## src/rtl/jedro_1_alu_arb_if.sv

```systemverilog
// Bundle of request, ALU-drive and response signals around jedro_1_alu_arb.
// The arbiter uses the slave modport; the requesters/ALU/consumer side uses master.
interface jedro_1_alu_arb_if #(
  parameter int DATA_WIDTH = 32,
  parameter int OP_WIDTH   = 4,
  parameter int ADDR_WIDTH = 5
);
  logic                  r0_valid_i, r0_ready_o, r0_wb_i;
  logic [OP_WIDTH-1:0]   r0_op_i;
  logic [DATA_WIDTH-1:0] r0_opa_i, r0_opb_i;
  logic [ADDR_WIDTH-1:0] r0_addr_i;

  logic                  r1_valid_i, r1_ready_o, r1_wb_i;
  logic [OP_WIDTH-1:0]   r1_op_i;
  logic [DATA_WIDTH-1:0] r1_opa_i, r1_opb_i;
  logic [ADDR_WIDTH-1:0] r1_addr_i;

  logic [OP_WIDTH-1:0]   alu_op_sel_o;
  logic [DATA_WIDTH-1:0] alu_opa_o, alu_opb_o;
  logic [ADDR_WIDTH-1:0] alu_dest_addr_o;
  logic                  alu_wb_o;

  logic [DATA_WIDTH-1:0] alu_res_i;
  logic                  alu_overflow_i;
  logic [ADDR_WIDTH-1:0] alu_dest_addr_i;
  logic                  alu_wb_i;

  logic                  rsp_valid_o, rsp_ready_i, rsp_id_o;
  logic [DATA_WIDTH-1:0] rsp_res_o;
  logic                  rsp_overflow_o;
  logic [ADDR_WIDTH-1:0] rsp_addr_o;
  logic                  rsp_wb_o;

  modport slave (
    input  r0_valid_i, r0_op_i, r0_opa_i, r0_opb_i, r0_addr_i, r0_wb_i,
    input  r1_valid_i, r1_op_i, r1_opa_i, r1_opb_i, r1_addr_i, r1_wb_i,
    output r0_ready_o, r1_ready_o,
    output alu_op_sel_o, alu_opa_o, alu_opb_o, alu_dest_addr_o, alu_wb_o,
    input  alu_res_i, alu_overflow_i, alu_dest_addr_i, alu_wb_i,
    output rsp_valid_o, rsp_id_o, rsp_res_o, rsp_overflow_o, rsp_addr_o, rsp_wb_o,
    input  rsp_ready_i
  );

  modport master (
    output r0_valid_i, r0_op_i, r0_opa_i, r0_opb_i, r0_addr_i, r0_wb_i,
    output r1_valid_i, r1_op_i, r1_opa_i, r1_opb_i, r1_addr_i, r1_wb_i,
    input  r0_ready_o, r1_ready_o,
    input  alu_op_sel_o, alu_opa_o, alu_opb_o, alu_dest_addr_o, alu_wb_o,
    output alu_res_i, alu_overflow_i, alu_dest_addr_i, alu_wb_i,
    input  rsp_valid_o, rsp_id_o, rsp_res_o, rsp_overflow_o, rsp_addr_o, rsp_wb_o,
    output rsp_ready_i
  );
endinterface

```

## src/rtl/jedro_1_alu_arb.sv

```systemverilog
// Two-requester arbiter/sequencer in front of the registered jedro_1_alu, with a 2-entry in-order response FIFO.
// Define JEDRO_1_ALU_ARB_RR_EN for round-robin arbitration; otherwise requester 0 has fixed priority.
module jedro_1_alu_arb #(
  parameter int DATA_WIDTH = 32,
  parameter int OP_WIDTH   = 4,
  parameter int ADDR_WIDTH = 5
) (
  input  logic                clk_i,
  input  logic                rst_i,
  jedro_1_alu_arb_if.slave    bus
);

  typedef struct packed {
    logic [DATA_WIDTH-1:0] res;
    logic                  ovf;
    logic [ADDR_WIDTH-1:0] addr;
    logic                  wb;
    logic                  id;
  } rsp_t;

  logic [1:0] req_valid;
  logic [1:0] grant;
  logic       can_issue;
  logic       issue;
  logic       pop;
  logic       push;
  logic [1:0] occupancy;

  logic       inflight_q, inflight_d;
  logic       inflight_id_q, inflight_id_d;
  logic [1:0] count_q, count_d;
  logic       wr_ptr_q, wr_ptr_d;
  logic       rd_ptr_q, rd_ptr_d;
  rsp_t       mem_q [2];
  rsp_t       mem_d [2];
  rsp_t       new_entry;
  rsp_t       head;

  assign req_valid = {bus.r1_valid_i, bus.r0_valid_i};

`ifdef JEDRO_1_ALU_ARB_RR_EN
  logic last_id_q, last_id_d;

  // On contention favour whichever requester did not win the last actual issue.
  always_comb begin
    grant = req_valid;
    if (req_valid == 2'b11) begin
      grant = last_id_q ? 2'b01 : 2'b10;
    end
  end

  always_comb begin
    last_id_d = last_id_q;
    if (issue) begin
      last_id_d = grant[1];
    end
  end

  always_ff @(posedge clk_i) begin
    if (rst_i) begin
      last_id_q <= 1'b1;
    end else begin
      last_id_q <= last_id_d;
    end
  end
`else
  always_comb begin
    grant = 2'b00;
    if (req_valid[0]) begin
      grant = 2'b01;
    end else if (req_valid[1]) begin
      grant = 2'b10;
    end
  end
`endif

  // Credit: the in-flight op plus buffered results may never exceed the FIFO depth.
  always_comb begin
    occupancy = count_q + {1'b0, inflight_q};
    pop       = (count_q != 2'd0) && bus.rsp_ready_i;
    can_issue = (occupancy < 2'd2) || ((occupancy == 2'd2) && pop);
    issue     = (grant != 2'b00) && can_issue;
    push      = inflight_q;
  end

  assign bus.r0_ready_o = grant[0] && can_issue;
  assign bus.r1_ready_o = grant[1] && can_issue;

  always_comb begin
    bus.alu_op_sel_o    = '0;
    bus.alu_opa_o       = '0;
    bus.alu_opb_o       = '0;
    bus.alu_dest_addr_o = '0;
    bus.alu_wb_o        = 1'b0;
    if (issue) begin
      if (grant[1]) begin
        bus.alu_op_sel_o    = bus.r1_op_i;
        bus.alu_opa_o       = bus.r1_opa_i;
        bus.alu_opb_o       = bus.r1_opb_i;
        bus.alu_dest_addr_o = bus.r1_addr_i;
        bus.alu_wb_o        = bus.r1_wb_i;
      end else begin
        bus.alu_op_sel_o    = bus.r0_op_i;
        bus.alu_opa_o       = bus.r0_opa_i;
        bus.alu_opb_o       = bus.r0_opb_i;
        bus.alu_dest_addr_o = bus.r0_addr_i;
        bus.alu_wb_o        = bus.r0_wb_i;
      end
    end
  end

  always_comb begin
    inflight_d    = issue;
    inflight_id_d = grant[1];
    count_d       = count_q + {1'b0, push} - {1'b0, pop};
    wr_ptr_d      = wr_ptr_q ^ push;
    rd_ptr_d      = rd_ptr_q ^ pop;
    new_entry     = '{res:  bus.alu_res_i,
                      ovf:  bus.alu_overflow_i,
                      addr: bus.alu_dest_addr_i,
                      wb:   bus.alu_wb_i,
                      id:   inflight_id_q};
  end

  always_ff @(posedge clk_i) begin
    if (rst_i) begin
      inflight_q    <= 1'b0;
      inflight_id_q <= 1'b0;
      count_q       <= 2'd0;
      wr_ptr_q      <= 1'b0;
      rd_ptr_q      <= 1'b0;
    end else begin
      inflight_q    <= inflight_d;
      inflight_id_q <= inflight_id_d;
      count_q       <= count_d;
      wr_ptr_q      <= wr_ptr_d;
      rd_ptr_q      <= rd_ptr_d;
    end
  end

  genvar gi;
  generate
    for (gi = 0; gi < 2; gi++) begin : g_fifo
      always_comb begin
        mem_d[gi] = mem_q[gi];
        if (push && (wr_ptr_q == 1'(gi))) begin
          mem_d[gi] = new_entry;
        end
      end

      always_ff @(posedge clk_i) begin
        if (rst_i) begin
          mem_q[gi] <= '0;
        end else begin
          mem_q[gi] <= mem_d[gi];
        end
      end
    end
  endgenerate

  // Payload is forced to zero while empty so stale entries never leak out.
  always_comb begin
    head               = mem_q[rd_ptr_q];
    bus.rsp_valid_o    = (count_q != 2'd0);
    bus.rsp_id_o       = 1'b0;
    bus.rsp_res_o      = '0;
    bus.rsp_overflow_o = 1'b0;
    bus.rsp_addr_o     = '0;
    bus.rsp_wb_o       = 1'b0;
    if (count_q != 2'd0) begin
      bus.rsp_id_o       = head.id;
      bus.rsp_res_o      = head.res;
      bus.rsp_overflow_o = head.ovf;
      bus.rsp_addr_o     = head.addr;
      bus.rsp_wb_o       = head.wb;
    end
  end

endmodule

```

## src/flat_wrapper.sv

```systemverilog
// flat-port wrapper written by rule: the top's interface ports become plain ports
module jedro_1_alu_arb_flat 
#(
  parameter int DATA_WIDTH = 32,
  parameter int OP_WIDTH   = 4,
  parameter int ADDR_WIDTH = 5
)
  (clk_i, rst_i, bus_r0_valid_i, bus_r0_op_i, bus_r0_opa_i, bus_r0_opb_i, bus_r0_addr_i, bus_r0_wb_i, bus_r1_valid_i, bus_r1_op_i, bus_r1_opa_i, bus_r1_opb_i, bus_r1_addr_i, bus_r1_wb_i, bus_r0_ready_o, bus_r1_ready_o, bus_alu_op_sel_o, bus_alu_opa_o, bus_alu_opb_o, bus_alu_dest_addr_o, bus_alu_wb_o, bus_alu_res_i, bus_alu_overflow_i, bus_alu_dest_addr_i, bus_alu_wb_i, bus_rsp_valid_o, bus_rsp_id_o, bus_rsp_res_o, bus_rsp_overflow_o, bus_rsp_addr_o, bus_rsp_wb_o, bus_rsp_ready_i);
  jedro_1_alu_arb_if #(.DATA_WIDTH(DATA_WIDTH), .OP_WIDTH(OP_WIDTH), .ADDR_WIDTH(ADDR_WIDTH)) bus_i ();
  input  logic clk_i;
  input  logic rst_i;
  input wire logic [$bits(bus_i.r0_valid_i)-1:0] bus_r0_valid_i;
  input wire logic [$bits(bus_i.r0_op_i)-1:0] bus_r0_op_i;
  input wire logic [$bits(bus_i.r0_opa_i)-1:0] bus_r0_opa_i;
  input wire logic [$bits(bus_i.r0_opb_i)-1:0] bus_r0_opb_i;
  input wire logic [$bits(bus_i.r0_addr_i)-1:0] bus_r0_addr_i;
  input wire logic [$bits(bus_i.r0_wb_i)-1:0] bus_r0_wb_i;
  input wire logic [$bits(bus_i.r1_valid_i)-1:0] bus_r1_valid_i;
  input wire logic [$bits(bus_i.r1_op_i)-1:0] bus_r1_op_i;
  input wire logic [$bits(bus_i.r1_opa_i)-1:0] bus_r1_opa_i;
  input wire logic [$bits(bus_i.r1_opb_i)-1:0] bus_r1_opb_i;
  input wire logic [$bits(bus_i.r1_addr_i)-1:0] bus_r1_addr_i;
  input wire logic [$bits(bus_i.r1_wb_i)-1:0] bus_r1_wb_i;
  output wire logic [$bits(bus_i.r0_ready_o)-1:0] bus_r0_ready_o;
  output wire logic [$bits(bus_i.r1_ready_o)-1:0] bus_r1_ready_o;
  output wire logic [$bits(bus_i.alu_op_sel_o)-1:0] bus_alu_op_sel_o;
  output wire logic [$bits(bus_i.alu_opa_o)-1:0] bus_alu_opa_o;
  output wire logic [$bits(bus_i.alu_opb_o)-1:0] bus_alu_opb_o;
  output wire logic [$bits(bus_i.alu_dest_addr_o)-1:0] bus_alu_dest_addr_o;
  output wire logic [$bits(bus_i.alu_wb_o)-1:0] bus_alu_wb_o;
  input wire logic [$bits(bus_i.alu_res_i)-1:0] bus_alu_res_i;
  input wire logic [$bits(bus_i.alu_overflow_i)-1:0] bus_alu_overflow_i;
  input wire logic [$bits(bus_i.alu_dest_addr_i)-1:0] bus_alu_dest_addr_i;
  input wire logic [$bits(bus_i.alu_wb_i)-1:0] bus_alu_wb_i;
  output wire logic [$bits(bus_i.rsp_valid_o)-1:0] bus_rsp_valid_o;
  output wire logic [$bits(bus_i.rsp_id_o)-1:0] bus_rsp_id_o;
  output wire logic [$bits(bus_i.rsp_res_o)-1:0] bus_rsp_res_o;
  output wire logic [$bits(bus_i.rsp_overflow_o)-1:0] bus_rsp_overflow_o;
  output wire logic [$bits(bus_i.rsp_addr_o)-1:0] bus_rsp_addr_o;
  output wire logic [$bits(bus_i.rsp_wb_o)-1:0] bus_rsp_wb_o;
  input wire logic [$bits(bus_i.rsp_ready_i)-1:0] bus_rsp_ready_i;
  assign bus_i.r0_valid_i = bus_r0_valid_i;
  assign bus_i.r0_op_i = bus_r0_op_i;
  assign bus_i.r0_opa_i = bus_r0_opa_i;
  assign bus_i.r0_opb_i = bus_r0_opb_i;
  assign bus_i.r0_addr_i = bus_r0_addr_i;
  assign bus_i.r0_wb_i = bus_r0_wb_i;
  assign bus_i.r1_valid_i = bus_r1_valid_i;
  assign bus_i.r1_op_i = bus_r1_op_i;
  assign bus_i.r1_opa_i = bus_r1_opa_i;
  assign bus_i.r1_opb_i = bus_r1_opb_i;
  assign bus_i.r1_addr_i = bus_r1_addr_i;
  assign bus_i.r1_wb_i = bus_r1_wb_i;
  assign bus_r0_ready_o = bus_i.r0_ready_o;
  assign bus_r1_ready_o = bus_i.r1_ready_o;
  assign bus_alu_op_sel_o = bus_i.alu_op_sel_o;
  assign bus_alu_opa_o = bus_i.alu_opa_o;
  assign bus_alu_opb_o = bus_i.alu_opb_o;
  assign bus_alu_dest_addr_o = bus_i.alu_dest_addr_o;
  assign bus_alu_wb_o = bus_i.alu_wb_o;
  assign bus_i.alu_res_i = bus_alu_res_i;
  assign bus_i.alu_overflow_i = bus_alu_overflow_i;
  assign bus_i.alu_dest_addr_i = bus_alu_dest_addr_i;
  assign bus_i.alu_wb_i = bus_alu_wb_i;
  assign bus_rsp_valid_o = bus_i.rsp_valid_o;
  assign bus_rsp_id_o = bus_i.rsp_id_o;
  assign bus_rsp_res_o = bus_i.rsp_res_o;
  assign bus_rsp_overflow_o = bus_i.rsp_overflow_o;
  assign bus_rsp_addr_o = bus_i.rsp_addr_o;
  assign bus_rsp_wb_o = bus_i.rsp_wb_o;
  assign bus_i.rsp_ready_i = bus_rsp_ready_i;
  jedro_1_alu_arb #(.DATA_WIDTH(DATA_WIDTH), .OP_WIDTH(OP_WIDTH), .ADDR_WIDTH(ADDR_WIDTH)) u_core (.clk_i(clk_i), .rst_i(rst_i), .bus(bus_i));
endmodule
```

## config.mk

```make
export PLATFORM = sky130hd
export DESIGN_NAME = jedro_1_alu_arb_flat
export DESIGN_NICKNAME = d
export VERILOG_FILES = /design/src/rtl/jedro_1_alu_arb_if.sv /design/src/rtl/jedro_1_alu_arb.sv /design/src/flat_wrapper.sv
export SDC_FILE = /design/constraint.sdc
export NUM_CORES = 1
export LEC_CHECK = 0
export ABC_AREA = 1
export ABC_CLOCK_PERIOD_IN_PS = 1500
export CAP_MARGIN = 0
export CORE_ASPECT_RATIO = 1.25
export CORE_MARGIN = 8
export CORE_UTILIZATION = 30
export CTS_CLUSTER_SIZE = 40
export DETAILED_ROUTE_END_ITERATION = 10
export GPL_TIMING_DRIVEN = 0
export PLACE_DENSITY = 0.67
export SYNTH_ARGS = -nofsm -noshare
export SYNTH_HDL_FRONTEND = slang
export SYNTH_SLANG_ARGS = --single-unit
```

## constraint.sdc

```tcl
create_clock -name clk_i -period 1.5 [get_ports clk_i]
set_clock_uncertainty 0.2 [all_clocks]
set_input_delay 0.225 -clock clk_i [delete_from_list [all_inputs] [get_ports clk_i]]
set_output_delay 0.225 -clock clk_i [all_outputs]
set_load 0.05 [all_outputs]
```

==> impl_table.tex, run 1 <==
\begin{tabular}{lr}
\hline
Metric & Value \\
\hline
\multicolumn{2}{l}{\textbf{Clocking}} \\
Clock tree from TritonCTS & done \\
Bufs on Longest Clock Path & 2 \\
Hold-fix buffers, CTS & 0 \\
Max H-tree Level & 3 \\
Clock sinks & 86 \\
Clock latency on the worst-skew pair & between 300 and 400 ps \\
CTS root buffer & clkbuf\_16 \\
Clock slew at reported path FFs & 60 ps \\
CTS buffer count & 9 \\
\multicolumn{2}{l}{\textbf{Layout}} \\
Synth-to-layout area growth & 105\% \\
Post-layout nets & 1344 \\
FILL cells & about 1.6k \\
Final cell count without fillers & around 1.4k \\
Most common cell after layout, fill and taps aside & nand2\_1 \\
Area of all placed cells without fillers & between 0.01 and 0.015 mm² \\
Highest-count cells in the layout ignoring fill and taps & 200 x nand2\_1, 190 x clkdlybuf4s50\_1, 88 x nor2\_1 \\
Fraction of final layout cells with drive strength greater than 1 & 38.4\% \\
\multicolumn{2}{l}{\textbf{Setup path}} \\
Kind of capture point of the worst setup path & primary output \\
Launch point of the worst reg-to-reg path & u\_core.count\_q[0] \\
Crit-path max FO & 6 \\
Critical Path Start & u\_core.count\_q[0] \\
Worst path required time & $\sim$1100 ps \\
Kind of critical path & reg2out \\
Setup crit start kind & flop \\
R2r setup slk & -120 ps \\
Worst endpoint data arrival time & around 1800 ps \\
\multicolumn{2}{l}{\textbf{Global route}} \\
Global-route wire length before repair & a little under 40000 µm \\
Met1 capacity usage during global routing & between 20\% and 30\% \\
Number of global-route vias before repair & roughly 6.7k \\
Highest-utilization routing layer at the global route stage & met2 \\
Initial antenna violation count & 5 \\
GRT Util Overall & between 20\% and 30\% \\
Final global-route overflow total & 0 \\
Met3 usage & roughly 7.3\% \\
Maximum number of pins on one net before global-route repair & 15 \\
Met2 track demand over resource in global routing & between 30 and 40\% \\
\multicolumn{2}{l}{\textbf{Floorplan}} \\
Chip height & between 150 and 200 µm \\
Top-level port count & $\sim$310 \\
Initial core utilization & a little under a third \\
Placeable core area & about 0.018 mm² \\
Number of core rows & 56 \\
Die area & 0.0233 mm² \\
Die Wd & 138 µm \\
\multicolumn{2}{l}{\textbf{Run}} \\
Number of max-cap violations & 0 \\
\multicolumn{2}{l}{\textbf{Synthesis}} \\
Synthesized instance count & 791 \\
Synth cell types & 21 \\
Yosys reg bits & 86 \\
Sequential cell area fraction in the yosys report & around 45\% \\
Mean Syn Cell Area & $\sim$7.1 µm² \\
Post-synth design cell area & 0.00558 mm² \\
Share of the synthesized area in the top cell type & 43.0\% \\
Total number of yosys warnings & 0 \\
Cell types with the largest area share after synthesis & edfxtp\_1 43\%, nand2\_1 16\%, nor2\_1 7.7\% \\
Nets in the synthesized netlist & roughly 1000 \\
Largest area contributor in the synthesized netlist & edfxtp\_1 \\
\multicolumn{2}{l}{\textbf{Route}} \\
First-pass iteration count of the detailed router & 4 \\
Final Routed Wirelength & 26100 µm \\
Total number of vias & between 6k and 7k \\
Via density per instance & 4.63 \\
ANT nets after route & 0 \\
Remaining design rule violation count & 0 \\
Detailed Route Iter0 Violations & approximately 310 \\
Post-DR wirelength/cell & approximately 19 µm \\
\multicolumn{2}{l}{\textbf{STA}} \\
Final min period & about 2200 ps \\
Count of endpoints failing hold in the final timing report & 0 \\
Sum of negative setup slack & -75880 ps \\
Normalized max-slew margin & between 70\% and 80\% \\
Transition time at the pin with the least slew margin & around 360 ps \\
Setup repair after global routing missed its margin & true \\
Fraction of the cycle the final worst path needs & 149\% \\
Post-Route Hold Slack & 201 ps \\
Number of failing setup endpoints in the final timing report & 189 \\
Max Clk Rate & approximately 0.45 GHz \\
Slew Limit Fails & 0 \\
Final worst-path setup slack & -741 ps \\
\multicolumn{2}{l}{\textbf{Power}} \\
Leakage power & between 5 and 6 nW \\
Clk pwr share & around 13\% \\
Relative contribution of sequential cells to total power & 17.9\% \\
Switching power as a share of total power & between 40\% and 50\% \\
Internal portion of total power & 0.00974 W \\
Part of the power in combinational logic & 69.3\% \\
Power per unit of standard cell area & around 1600 mW/mm² \\
Worst VDD drop & between 0.8 and 0.9 mV \\
Switching power total & approximately 0.0085 W \\
\multicolumn{2}{l}{\textbf{Place}} \\
Worst slack, placed & -1610 ps \\
Number of cells after detailed placement & 1331 \\
Number of buffers added on ports & slightly above 300 \\
Routability-driven placement congestion ratio & between 0.9 and 1 \\
Cell Area, Placed & about 0.01 mm² \\
Detailed-placement wirelength estimate & around 19000 µm \\
\multicolumn{2}{l}{\textbf{Run status}} \\
Violations in the final reports & negative setup slack \\
Result of the run & complete, but fails checks \\
\multicolumn{2}{l}{\textbf{Min path}} \\
Worst hold start & rst\_i \\
Worst min-delay path category & in2reg \\
\hline
\end{tabular}
==> sequential cells by signal, summed over array words and instances, names as in the netlist <==
register / flops
u_core.inflight_id_q: 1
u_core.rd_ptr_q: 1
u_core.count_q: 2
u_core.wr_ptr_q: 1
u_core.mem_q: 80
u_core.inflight_q: 1
==> through the flow <==
step                utilization [%]  total power [W]
floorplan                         -           0.0100
global placement               53.5           0.0130
detailed placement             53.5           0.0131
CTS                            61.0           0.0181
global route                   61.7           0.0190
finish                         61.7           0.0183
==> layer usage <==
layer	share of wire [%]	wire length (µm)
met5	0.12	30
met4	2.2	575
met3	9.2	2390
met2	53	13900
met1	35	9210
==> worst max-delay path: stages, from the launching register on <==
cell and delay [ps]:
dfxtp_2 340, ha_4 230, inv_2 60, nand3_2 80, nand2_4 100, nand2_4 70
buf_12 160, buf_16 150, nor2_4 120, buf_8 150
==> power groups by stage <==
stage	clock (W)	sequential, W	combinational (W)
finish	0.00235	0.00327	0.0127
global route	0.00248	0.00329	0.0132
CTS	0.00237	0.00323	0.0125
detailed placement	0	0.00324	0.00983
global placement	0	0.00323	0.00980
floorplan	0	0.00321	0.00679
==> timing repair <==
| item | 4_1_cts | 5_1_grt |
|---|---|---|
| endpoints found under the setup margin | 279 | 281 |
| gates cloned | 12 | 3 |
| gates resized for setup | 954 | 44 |
| buffers inserted | 23 | 3 |
| pin swaps | 15 | 11 |
==> layout make-up <==
| class | count | area, µm² | share of cell area [%] |
|---|---|---|---|
| Timing Repair Buffer | 341 | 3760 | 32.9 |
| Buffer | 51 | 613 | 5.37 |
| Antenna cell | 2 | 5.00 | 0.0438 |
| Multi-Input combinational cell | 535 | 3430 | 30.0 |
| Inverter | 124 | 478 | 4.19 |
| Tap cell | 232 | 290 | 2.54 |
| Sequential cell | 86 | 2530 | 22.1 |
| Clock buffer | 10 | 229 | 2.01 |
| Clock inverter | 6 | 86.3 | 0.756 |
==> final timing paths <==
kind / to / depth (start not counted)
max: bus_alu_opa_o[29] / 9
min: u_core.wr_ptr_q / 2
max reg2reg: u_core.count_q[1] / 8
min reg2reg: u_core.mem_q[0][0] / 2
==> cell families (layout without fill, tap and decap cells) <==
kind of cell / after synthesis / after routing / synth area share, %
flops: 86 / 86 / 45.2
fa+ha+maj: 4 / 4 / 0.897
other cells: 0 / 2 / 0
buf+inv: 177 / 532 / 13.6
compound gates: 41 / 41 / 3.68
simple gates: 483 / 490 / 36.6
==> synth_stat cells, drive strengths merged <==
cell,instances
nand2,239
nor2,165
inv,123
edfxtp,80
nand3,75
a21oi,40
buf,38
clkbuf,15
dfxtp,6
ha,4
or2,3
clkinv,1
nor3,1
o21ai,1
No activity file was read; power rests on OpenSTA's default activity.
==> inputs of run 2 (changes only) <==
--- a/config.mk
+++ b/config.mk
@@ -8,5 +8,5 @@
 export ABC_AREA = 1
 export ABC_CLOCK_PERIOD_IN_PS = 1500
-export CAP_MARGIN = 0
+export CAP_MARGIN = 10
 export CORE_ASPECT_RATIO = 1.25
 export CORE_MARGIN = 8
==> constraint.sdc (replaced) <==
create_clock -name clk_i -period 1.5 [get_ports clk_i]
set_clock_uncertainty 0.2 [all_clocks]
set_input_delay 0.3 -clock clk_i [delete_from_list [all_inputs] [get_ports clk_i]]
set_output_delay 0.3 -clock clk_i [all_outputs]
set_load 0.05 [all_outputs]
==> run 2 against run 1 <==
Net effect:
- via count up 0.45%
- final cell count up 0.72%
- clock power down 8%
- die area unchanged
- sequential share of layout area down 1.3 points
- power up 5.4%
- flip-flop and latch count unchanged
- the run still ends with negative setup slack left
- hold slack better by 73 ps
- clock-buffer cell count up 1
- non-clock buffer count up 11
- setup slack worse by 120 ps
- core utilization up 3.9 points
==> impl_table.tex, run 2 (synthesized netlist as in run 1, its figures left out) <==
\begin{tabular}{lr}
\hline
Metric & Value \\
\hline
\multicolumn{2}{l}{\textbf{Run status}} \\
Result of the run & complete, but fails checks \\
Violations in the final reports & negative setup slack \\
\multicolumn{2}{l}{\textbf{Setup path}} \\
Maximum cell stage delay along the critical path & around 440 ps \\
Launch point of the worst reg-to-reg path & u\_core.inflight\_q \\
Series of cell instances along the critical path & inv\_2 -> nand2\_1 -> nand2\_2 -> nand2\_4 -> nand2\_8 -> buf\_12 -> buf\_16 -> nor2\_4 -> buf\_8 \\
Family of cells with the greatest summed delay on the critical path & buffers and inverters \\
Kind of critical path & reg2out \\
Crit-path max FO & 6 \\
End of the worst register-to-register path & u\_core.mem\_q[1][5] \\
R2r setup slk & -100 ps \\
Worst R2R Path Depth & 4 \\
Setup crit start kind & flop \\
Kind of capture point of the worst setup path & primary output \\
Worst path slowest cell & dfxtp\_1 \\
Worst endpoint data arrival time & 1860 ps \\
Combined buffer and inverter count along the critical path & 4 \\
Worst path required time & 1000 ps \\
\multicolumn{2}{l}{\textbf{Power}} \\
Leakage power & 5.34 nW \\
Power per unit of standard cell area & between 1500 and 2000 mW/mm² \\
Worst VDD drop & between 0.8 and 0.9 mV \\
\multicolumn{2}{l}{\textbf{STA}} \\
Normalized max-slew margin & between 70\% and 80\% \\
Max Clk Rate & $\sim$0.42 GHz \\
Fraction of the cycle the final worst path needs & 157\% \\
Final min period & approximately 2400 ps \\
Final worst-path setup slack & -857 ps \\
Post-Route Hold Slack & between 200 and 300 ps \\
Setup repair after global routing missed its margin & true \\
Slew Limit Fails & 0 \\
Number of failing setup endpoints in the final timing report & roughly 200 \\
Count of endpoints failing hold in the final timing report & 0 \\
Transition time at the pin with the least slew margin & between 300 and 400 ps \\
\multicolumn{2}{l}{\textbf{Global route}} \\
Final global-route overflow total & 0 \\
Number of global-route vias before repair & $\sim$6.5k \\
GRT Util Overall & about a fifth \\
Global-route wire length before repair & 37300 µm \\
Maximum number of pins on one net before global-route repair & 21 \\
Initial antenna violation count & 4 \\
\multicolumn{2}{l}{\textbf{Min path}} \\
Instance count along the most critical hold path & 2 \\
Worst min-delay path category & in2reg \\
Endpoint with the worst hold slack & u\_core.wr\_ptr\_q \\
Worst hold start & rst\_i \\
\multicolumn{2}{l}{\textbf{Route}} \\
Total number of vias & roughly 6.5k \\
Post-DR wirelength/cell & between 15 and 20 µm \\
Via density per instance & approximately 4.6 \\
First-pass iteration count of the detailed router & 4 \\
Detailed Route Iter0 Violations & 272 \\
Remaining design rule violation count & 0 \\
ANT nets after route & 0 \\
Final Routed Wirelength & around 26000 µm \\
\multicolumn{2}{l}{\textbf{Layout}} \\
Fraction of final layout cells with drive strength greater than 1 & 41.1\% \\
Highest-count cells in the layout ignoring fill and taps & 189 x clkdlybuf4s50\_1, 175 x nand2\_1, 92 x buf\_6 \\
Post-layout nets & 1354 \\
Largest register FFs & 80 \\
Register with the most flip-flops & u\_core.mem\_q \\
Final cell count without fillers & roughly 1.4k \\
Registers with the most flip-flops & u\_core.mem\_q x80, u\_core.count\_q x2 \\
Most common cell after layout, fill and taps aside & clkdlybuf4s50\_1 \\
Core occupancy in the finished layout & between 60\% and 70\% \\
Synth-to-layout area growth & 118\% \\
FILL cells & around 1.5k \\
\multicolumn{2}{l}{\textbf{Place}} \\
Number of cells after detailed placement & between 1k and 1.5k \\
Number of buffers added on ports & a little over 300 \\
Routability-driven placement congestion ratio & between 0.9 and 1 \\
Worst slack, placed & -1780 ps \\
Detailed-placement wirelength estimate & between 15000 and 20000 µm \\
\multicolumn{2}{l}{\textbf{Clocking}} \\
Clock sinks & 86 \\
Hold-fix buffers, CTS & 0 \\
Clock tree from TritonCTS & done \\
CTS buffer count & 9 \\
Clock slew at reported path FFs & around 60 ps \\
CTS root buffer & clkbuf\_16 \\
Max H-tree Level & 3 \\
Bufs on Longest Clock Path & 2 \\
Clock latency on the worst-skew pair & around 330 ps \\
\multicolumn{2}{l}{\textbf{Floorplan}} \\
Number of core rows & 56 \\
Die Wd & around 140 µm \\
Die area & around 0.023 mm² \\
Top-level port count & between 300 and 400 \\
Placeable core area & 0.0185 mm² \\
Chip height & $\sim$170 µm \\
Initial core utilization & 30.2\% \\
\multicolumn{2}{l}{\textbf{Run}} \\
Number of max-cap violations & 0 \\
\hline
\end{tabular}
run 2: routing by layer:
metal / vias up / global-route usage (%) / wire length, µm
li1: 3158 / - / -
met1: 2982 / 22.1 / 9250
met2: 278 / 37.1 / 14000
met3: 31 / 7.76 / 2560
met4: 2 / 5.26 / 495
met5: - / 0 / 10
run 2: where the power goes:
group | switching (W) | internal, W
registers | 0.000256 | 0.00311
clock network | 0.000837 | 0.00132
logic | 0.00781 | 0.00594
total | 0.00891 | 0.0104
run 2: repair_timing:
item | CTS | global route
gates cloned | 12 | 13
setup buffers | 9 | 18
hold endpoints to repair | 0 | 0
setup endpoints to repair | 280 | 260
pin swaps | 16 | 22
resized for setup | 925 | 121
run 2: worst max path at each step:
| stage | slack, ps | endpoint | from | cells after the start |
|---|---|---|---|---|
| floorplan | -470 | bus_alu_dest_addr_o[0] | u_core.count_q[0] | 8 |
| finish | -860 | bus_alu_opb_o[10] | u_core.count_q[1] | 9 |
| CTS | -870 | bus_alu_dest_addr_o[2] | u_core.count_q[0] | 9 |
| global route | -920 | bus_alu_opb_o[10] | u_core.count_q[0] | 10 |
| detailed placement | -1780 | bus_alu_opb_o[29] | bus_r0_valid_i | 9 |
| global placement | -1790 | bus_alu_opb_o[29] | bus_r0_valid_i | 9 |
run 2: metrics by stage:
stage / cell area (µm²) / TNS (ps) / total power [W]
finish: 12100 / -82570 / 0.0193
global route: 12100 / -92720 / 0.0200
CTS: 11400 / -82260 / 0.0180
detailed placement: 10300 / -241600 / 0.0137
global placement: 10300 / -238870 / 0.0136
floorplan: 6910 / -37750 / 0.0106
run 2: layout make-up:
| class | instances | area [µm²] | share of cell area [%] |
|---|---|---|---|
| Inverter | 124 | 492 | 4.05 |
| Buffer | 50 | 727 | 5.99 |
| Sequential cell | 86 | 2530 | 20.8 |
| Timing Repair Buffer | 353 | 4120 | 33.9 |
| Clock inverter | 5 | 48.8 | 0.402 |
| Antenna cell | 2 | 5.00 | 0.0412 |
| Clock buffer | 11 | 243 | 2.00 |
| Tap cell | 232 | 290 | 2.39 |
| Multi-Input combinational cell | 534 | 3690 | 30.4 |
